==> src/rtl/uart_tx_serializer.sv <==
// 8N1 UART transmitter with a byte FIFO.
// Advances one bit per rising edge of the divider's baud clock.
module uart_tx_serializer #(
  parameter int FIFO_DEPTH = 16,
  parameter int CNT_WIDTH  = $clog2(FIFO_DEPTH) + 1
) (
  input  logic       i_reset,
  input  logic       i_clock,
  input  logic       i_baud_clock,
  input  logic       i_wr,
  input  logic [7:0] i_wdata,
  output logic       o_full,
  output logic       o_empty,
  output logic       o_overflow,
  output logic       o_busy,
  output logic       o_tx
);

  localparam int AW = $clog2(FIFO_DEPTH);

  typedef enum logic [1:0] {
    IDLE,
    START,
    DATA,
    STOP
  } state_t;

  state_t               state_q, state_d;
  logic                 baud_q;
  logic                 tick;
  logic [7:0]           mem_q [FIFO_DEPTH];
  logic [AW-1:0]        wptr_q, wptr_d;
  logic [AW-1:0]        rptr_q, rptr_d;
  logic [CNT_WIDTH-1:0] count_q, count_d;
  logic                 full_q, full_d;
  logic                 empty_q, empty_d;
  logic [7:0]           shift_q, shift_d;
  logic [2:0]           bitcnt_q, bitcnt_d;
  logic                 tx_q, tx_d;
  logic                 push;
  logic                 pop;

  assign tick = i_baud_clock & ~baud_q;
  assign push = i_wr & ~full_q;

  always_comb begin
    state_d  = state_q;
    shift_d  = shift_q;
    bitcnt_d = bitcnt_q;
    tx_d     = tx_q;
    pop      = 1'b0;
    if (tick) begin
      unique case (state_q)
        IDLE: begin
          if (!empty_q) begin
            pop     = 1'b1;
            shift_d = mem_q[rptr_q];
            tx_d    = 1'b0;
            state_d = START;
          end
        end
        START: begin
          tx_d     = shift_q[0];
          shift_d  = {1'b0, shift_q[7:1]};
          bitcnt_d = 3'd0;
          state_d  = DATA;
        end
        DATA: begin
          if (bitcnt_q == 3'd7) begin
            tx_d    = 1'b1;
            state_d = STOP;
          end else begin
            tx_d     = shift_q[0];
            shift_d  = {1'b0, shift_q[7:1]};
            bitcnt_d = bitcnt_q + 3'd1;
          end
        end
        STOP: begin
          // Chain straight into the next start bit when data is waiting.
          if (!empty_q) begin
            pop     = 1'b1;
            shift_d = mem_q[rptr_q];
            tx_d    = 1'b0;
            state_d = START;
          end else begin
            tx_d    = 1'b1;
            state_d = IDLE;
          end
        end
        default: state_d = IDLE;
      endcase
    end
  end

  always_comb begin
    wptr_d  = wptr_q;
    rptr_d  = rptr_q;
    if (push) wptr_d = wptr_q + AW'(1);
    if (pop)  rptr_d = rptr_q + AW'(1);
    count_d = count_q + CNT_WIDTH'(push) - CNT_WIDTH'(pop);
    full_d  = (count_d == CNT_WIDTH'(FIFO_DEPTH));
    empty_d = (count_d == '0);
  end

  always_ff @(posedge i_clock) begin
    if (i_reset) begin
      state_q  <= IDLE;
      baud_q   <= 1'b0;
      wptr_q   <= '0;
      rptr_q   <= '0;
      count_q  <= '0;
      full_q   <= 1'b0;
      empty_q  <= 1'b1;
      shift_q  <= '0;
      bitcnt_q <= '0;
      tx_q     <= 1'b1;
    end else begin
      state_q  <= state_d;
      baud_q   <= i_baud_clock;
      wptr_q   <= wptr_d;
      rptr_q   <= rptr_d;
      count_q  <= count_d;
      full_q   <= full_d;
      empty_q  <= empty_d;
      shift_q  <= shift_d;
      bitcnt_q <= bitcnt_d;
      tx_q     <= tx_d;
    end
  end

  always_ff @(posedge i_clock) begin
    if (push) mem_q[wptr_q] <= i_wdata;
  end

  assign o_full     = full_q;
  assign o_empty    = empty_q;
  assign o_overflow = i_wr & full_q & ~i_reset;
  assign o_busy     = (state_q != IDLE) | ~empty_q;
  assign o_tx       = tx_q;

endmodule

==> config.mk <==
export PLATFORM = sky130hd
export DESIGN_NAME = uart_tx_serializer
export DESIGN_NICKNAME = d
export VERILOG_FILES = /design/src/rtl/uart_tx_serializer.sv
export SDC_FILE = /design/constraint.sdc
export NUM_CORES = 1
export LEC_CHECK = 0
export CAP_MARGIN = 20
export CORE_MARGIN = 4
export CORE_UTILIZATION = 45
export CTS_CLUSTER_DIAMETER = 150
export DETAILED_ROUTE_END_ITERATION = 10
export PLACE_DENSITY_LB_ADDON = 0.1
export SLEW_MARGIN = 20
export SYNTH_ARGS = -nofsm -noshare
export SYNTH_HDL_FRONTEND = slang
export SYNTH_SLANG_ARGS = --single-unit
==> constraint.sdc <==
create_clock -name i_clock -period 3.5 [get_ports i_clock]
set_clock_uncertainty 0.1 [all_clocks]
set_input_delay 0.525 -clock i_clock [delete_from_list [all_inputs] [get_ports i_clock]]
set_output_delay 0.525 -clock i_clock [all_outputs]
set_load 0.03 [all_outputs]
Word-level counts from Yosys, hierarchy flattened

Memory sizes are Yosys's and may differ from the RTL's. A register that Yosys moved wholly into a read port is not among the register bits.
Cells that the tools add are included.

Reductions and logical operators: 9
$add $sub $neg: 5
Eq/ne operators: 9
Multiplexer cells: 20
Bitwise gates (word level): 9

Operators with widths:

| cell                                           | count |
|---|---|
| one-hot mux 8 bit (3 select lines)             | 1 |
| 2-to-1 mux 8 bit                               | 2 |
| 2-to-1 mux 1 bit                               | 9 |
| AND reduction 3 bit                            | 3 |
| adder 4 x 1 -> 4 bit (second input constant)   | 2 |
| 2-to-1 mux 4 bit                               | 2 |
| != test 2 bit (second input constant)          | 4 |
| one-hot mux 2 bit (4 select lines)             | 1 |
| one-hot mux 3 bit (2 select lines)             | 1 |
| adder 5 x 1 -> 5 bit                           | 1 |
| == test 5 bit (second input constant)          | 1 |
| zero test 5 bit                                | 1 |
| subtractor 5 x 1 -> 5 bit                      | 1 |
| bitwise AND 1 bit                              | 4 |
| == test 2 bit (second input constant)          | 2 |
| 2-to-1 mux 2 bit                               | 2 |
| NOT 1 bit                                      | 4 |
| one-hot mux 1 bit (4 select lines)             | 1 |
| nonzero test 2 bit                             | 2 |
| adder 3 x 1 -> 3 bit (second input constant)   | 1 |
| == test 3 bit (second input constant)          | 1 |
| 2-to-1 mux 3 bit                               | 1 |
| == test 2 x 1 -> 1 bit (second input constant) | 1 |
| zero test 2 bit                                | 1 |
| other kinds (3)                                | 3 |

Bits of input ports: 12
Output and inout port bits: 5
Register bits after elaboration: 30
Memories kept: 1
Bits in writable memories: 128

Memories:

| memory | words | width | rd ports | clocked after memory_dff | write ports | line | RTL |
|---|---|---|---|---|---|---|---|
| mem_q  | 16    | 8     | 1        | 1                        | 1           | 31   | `logic [7:0] mem_q [FIFO_DEPTH];` |

Logic depth before layout (Yosys ltp)

Depth in word-level cells: 6
Depth in mapped cells: 11
Depth with buffers taken out: 11

Worst setup path after synthesis

No wires, ideal clock.

Kind: register -> register
Start: register state_q[0]
End: register full_q (netlist: o_full)
Stages on the path, launching flop included: 12
Setup time: 0.114 ns
Setup slack: 0.574 ns
Required time: 3.286 ns
Arrival time: 2.712 ns
Path through: dfxtp_1 > inv_1 > ha_1 > nor4b_4 > xor2_1 > ha_1 > inv_1 > fa_1 > nor2b_1 > o21a_1 > or3_1 > a2111oi_0

Longest elaborated chain between the ends: 6
Elaborated cells between the ends (all ways): 7
Classes of those cells: add/sub: 1; eq/ne: 2; mux: 2; reduce/logical: 2

Ends and longest elaborated chain:

| element                                                 | line | RTL |
|---|---|---|
| start, declared                                         | 28   | `state_t state_q, state_d;` |
| start signal, assigned                                  | 118  | `state_q <= state_d;` |
| == test 2 bit / zero test 2 bit (equally long branches) | 53   | `unique case (state_q)` |
| OR reduction 2 bit (no source line) (*)                 | -    |  |
| 2-to-1 mux 1 bit (*)                                    | -    |  |
| 2-to-1 mux 1 bit (*)                                    | 52   | `if (tick) begin` |
| subtractor 5 x 1 -> 5 bit (*)                           | 100  | `count_d = count_q + CNT_WIDTH'(push) - CNT_WIDTH'(pop);` |
| == test 5 bit (*)                                       | 101  | `full_d = (count_d == CNT_WIDTH'(FIFO_DEPTH));` |
| end signal, assigned                                    | 123  | `full_q <= full_d;` |
| end, declared                                           | 35   | `logic full_q, full_d;` |

Mark *: on every way between the ends. The rest lies on a longest branch, timed or not.
A chain may end at the register's enable or synchronous reset.

Final worst setup path

Start: register state_q[1]
End: register full_q (netlist: o_full)

Same word-level chain as after synthesis.

==> flow_summary_export.csv <==
group,metric,value,unit
sta,finalSetupViolCount,0,
worst_setup_path,cp.required,3690,ps
drt,drt-initial-drc-count,246,
clock_tree,clk_pin_slew,60,ps
clock_tree,cts_root_buffer,"clkbuf_16",
floorplan,die_w,130.0,um
drt,drc,0,
global_routing,grt_pass1_vias,3586,
sta,relSlewSlack,36.45,%
cells_and_area,final_cell_mix,"128 x edfxtp_1, 33 x nor2_1, 32 x dfxtp_1",
sta,tightest_slew,951.9,ps
yosys,synth.area.top_cells,"edfxtp_1 57%, dfxtp_1 10%, mux4_2 8.1%, mux2i_1 4.0%, ha_1 3.0%",
clock_tree,worstSkewPairLatency,410,ps
sta,setup_tns,0,ps
pwr,power_frac_clock,36.4,%
worst_setup_path,end_kind,"flip-flop",
worst_setup_path,arrival,3210,ps
floorplan,initial_core_util,46.07,%
clock_tree,cts_hold_buf,0,
cells_and_area,drive_above_1_share,17.27,%
placement,io_buffer_count,16,
yosys,synth-async-reset-ratio,0,%
yosys,synth-main-ff-cell,"edfxtp_1",
worst_setup_path,critPathLaunchType,"flip-flop",
global_routing,track_usage,16.65,%
worst_setup_path,cp_cell_sequence,"inv_1 -> ha_1 -> nor4b_4 -> xor2_1 -> ha_1 -> inv_1 -> fa_1 -> nor2b_1 -> o21a_1 -> or3_1 -> a2111oi_0",
sta,layout_min_cycle_time,3019,ps
pwr,p_seq_share,46.3,%
drt,routed_wl,12820,um
worst_setup_path,r2r-start,"state_q[1]$_SDFFE_PP0P_",
clock_tree,cts-buffers-inserted,17,
cells_and_area,antenna_cells,0,
global_routing,globalRoute.totalOverflow,0,
status,status,"complete, no violations",
clock_tree,cts_setup_buffers,0,
floorplan,core,0.01453,mm2
cells_and_area,multiInputGateArea,0.002007,mm2
worst_hold_path,worstHoldPathCells,2,
cells_and_area,nNetsFinal,486,
yosys,synth_edf_count,128,
sta,fmax,331.2,MHz
worst_hold_path,hold_end,"shift_q[7]$_SDFFE_PP0P_",
clock_tree,clockBufferDepth,2,
yosys,syn_avg_cell_area,16.02,um2
clock_tree,cts_resized,0,
placement,hpwl,8372,um
clock_tree,cts_sinks,162,
pwr,p_total,4.997,mW
worst_hold_path,hp-start,"shift_q[7]$_SDFFE_PP0P_",
placement,post-place-ws,390.2,ps
pwr,p_per_area,646.6,mW/mm2
worst_setup_path,crit_fanout,5,
yosys,synthesis.nets,447,
pwr,comb_power_share,17.3,%
worst_setup_path,crit_buf_inv,2,
worst_setup_path,setup.worst_path.class,"reg2reg",
cells_and_area,final_common_cell,"edfxtp_1",
yosys,synth_warnings,0,
worst_setup_path,r2r_end,"o_full$_SDFF_PP0_",
pwr,ir_drop,0.3701,mV
floorplan,dieArea,0.01689,mm2
worst_setup_path,crit_family,"simple AND/OR/NAND/NOR gates",
yosys,syn_inst,418,
drt,wl_per_cell,19.64,um
job,max-cap-violations,0,
cells_and_area,register_area,0.004527,mm2
floorplan,boundaryPins,17,
placement,gp_congestion,0.7696,
pwr,p_int,3.727,mW
pwr,leakagePower,2.562,nW
yosys,ys_seq_area_share,67.58,%
worst_setup_path,r2r_cells,11,
global_routing,grt_max_degree,33,
sta,worst_slack,480.5,ps
sta,hold_ws,360.4,ps
global_routing,antenna_found_initial,0,
yosys,synth_top_area_share,57.41,%
yosys,ys_ff_latch,162,
floorplan,rows,44,
drt,vias_per_cell,5.412,
yosys,synth.distinct_cells,45,
worst_setup_path,slowest_stage,"a2111oi_0",
clock_tree,cts_tree,"built",
worst_setup_path,max_stage_delay,410,ps
drt,drtAntennaViolNets,0,
sta,hold_viol_final,0,
yosys,netlist_area,0.006695,mm2
sta,post-route-period-util,86.27,%
sta,grt_setup_unrepaired,"false",
cells_and_area,syn_to_final_growth,15.44,%
pwr,p_sw_share,25.41,%
pwr,switchingPower,1.270,mW
drt,num_vias,3534,
drt,dr.pass1.iters,5,
floorplan,fp.dieH,130.0,um
global_routing,grt_first_pass_wirelength,20320,um
worst_setup_path,worst-r2r-setup-slack,480,ps
clock_tree,cts.htree.levels,4,
sta,final_max_slew_viol_count,0,
worst_hold_path,hp-class,"reg2reg",
cells_and_area,n_fill_cell,1206,
yosys,synth_top_area_cell,"edfxtp_1",
## worst register-to-register path: stages, from the launching register on
cell       delay [ps]
dfxtp_1           400
inv_1             100
ha_1              330
nor4b_4           340
xor2_1            110
ha_1              200
inv_1              70
fa_1              210
nor2b_1            60
o21a_1            210
or3_1             370
a2111oi_0         410
## Yosys cell counts, drive strengths merged (2+ instances only)
| master | instances |
|---|---|
| nor2b | 8 |
| nand2 | 14 |
| clkbuf | 11 |
| a31oi | 3 |
| nor2 | 33 |
| ha | 16 |
| a22o | 2 |
| o21a | 6 |
| buf | 9 |
| mux4 | 26 |
| nand2b | 12 |
| nand4 | 2 |
| inv | 13 |
| o31ai | 2 |
| dfxtp | 34 |
| xor2 | 7 |
| xnor2 | 3 |
| o211ai | 6 |
| nand3 | 2 |
| edfxtp | 128 |
| a221oi | 2 |
| a211oi | 6 |
| a311oi | 2 |
| or3 | 3 |
| mux2i | 27 |
| and2 | 4 |
| a22oi | 6 |
| o21ai | 6 |
| nor3 | 6 |
| a21oi | 11 |
## per-stage QoR
step	instance area [um2]	utilization, %	cells
floorplan	6695	-	418
global placement	7153	49.22	622
detailed placement	7153	49.22	622
CTS	7729	53.18	653
global route	7729	53.18	653
finish	7729	53.18	653
## worst max path at each step
stage                            startpoint           endpoint  slack [ps]  depth (start not counted)
detailed placement             i_baud_clock  o_full$_SDFF_PP0_         390                         10
finish              state_q[1]$_SDFFE_PP0P_  o_full$_SDFF_PP0_         480                         11
floorplan           state_q[0]$_SDFFE_PP0P_  o_full$_SDFF_PP0_         570                         11
global route        state_q[1]$_SDFFE_PP0P_  o_full$_SDFF_PP0_         310                         11
global placement               i_baud_clock  o_full$_SDFF_PP0_         450                         10
CTS                 state_q[1]$_SDFFE_PP0P_  o_full$_SDFF_PP0_         470                         11
## logic make-up (layout without fill, tap and decap cells)
family | count (synthesis) | count (layout) | share of synthesized area (%)
fa+ha+maj | 17 | 17 | 3.289
simple gates | 87 | 87 | 6.503
buf+inv | 33 | 84 | 2.448
mux | 54 | 54 | 13.06
compound gates | 55 | 55 | 5.812
xor+xnor | 10 | 10 | 1.308
flops | 162 | 162 | 67.58
## power groups by stage
stage	Sequential, mW	Combinational, mW	Clock (mW)
final	2.31	0.865	1.82
after global routing	2.34	0.961	1.95
after CTS	2.32	0.875	1.85
after detailed placement	2.36	0.872	0
after global placement	2.36	0.847	0
after floorplan	2.32	0.648	0
## sequential cells by signal, summed over array words and instances (netlist names), 2 cells and up, named ones only
| signal | flops |
|---|---|
| rptr_q | 4 |
| mem_q | 128 |
| shift_q | 8 |
| count_q | 5 |
| state_q | 2 |
| bitcnt_q | 3 |
| wptr_q | 4 |
## per-layer routing
metal	share of wire, %	global-route usage, %
met1	45	21.77
met2	50	27.36
met3	4.1	4.953
met4	0.68	4.584
met5	0	0
## cell type report
type | count | share of cell area [%]
clock buffer | 21 | 5.699
clock inverter | 10 | 1.748
inverter | 13 | 0.6314
multi-input combinational | 223 | 25.97
sequential | 162 | 58.57
tap | 184 | 2.979
timing repair buffer | 40 | 4.403
(Power assumes the default switching activity.)
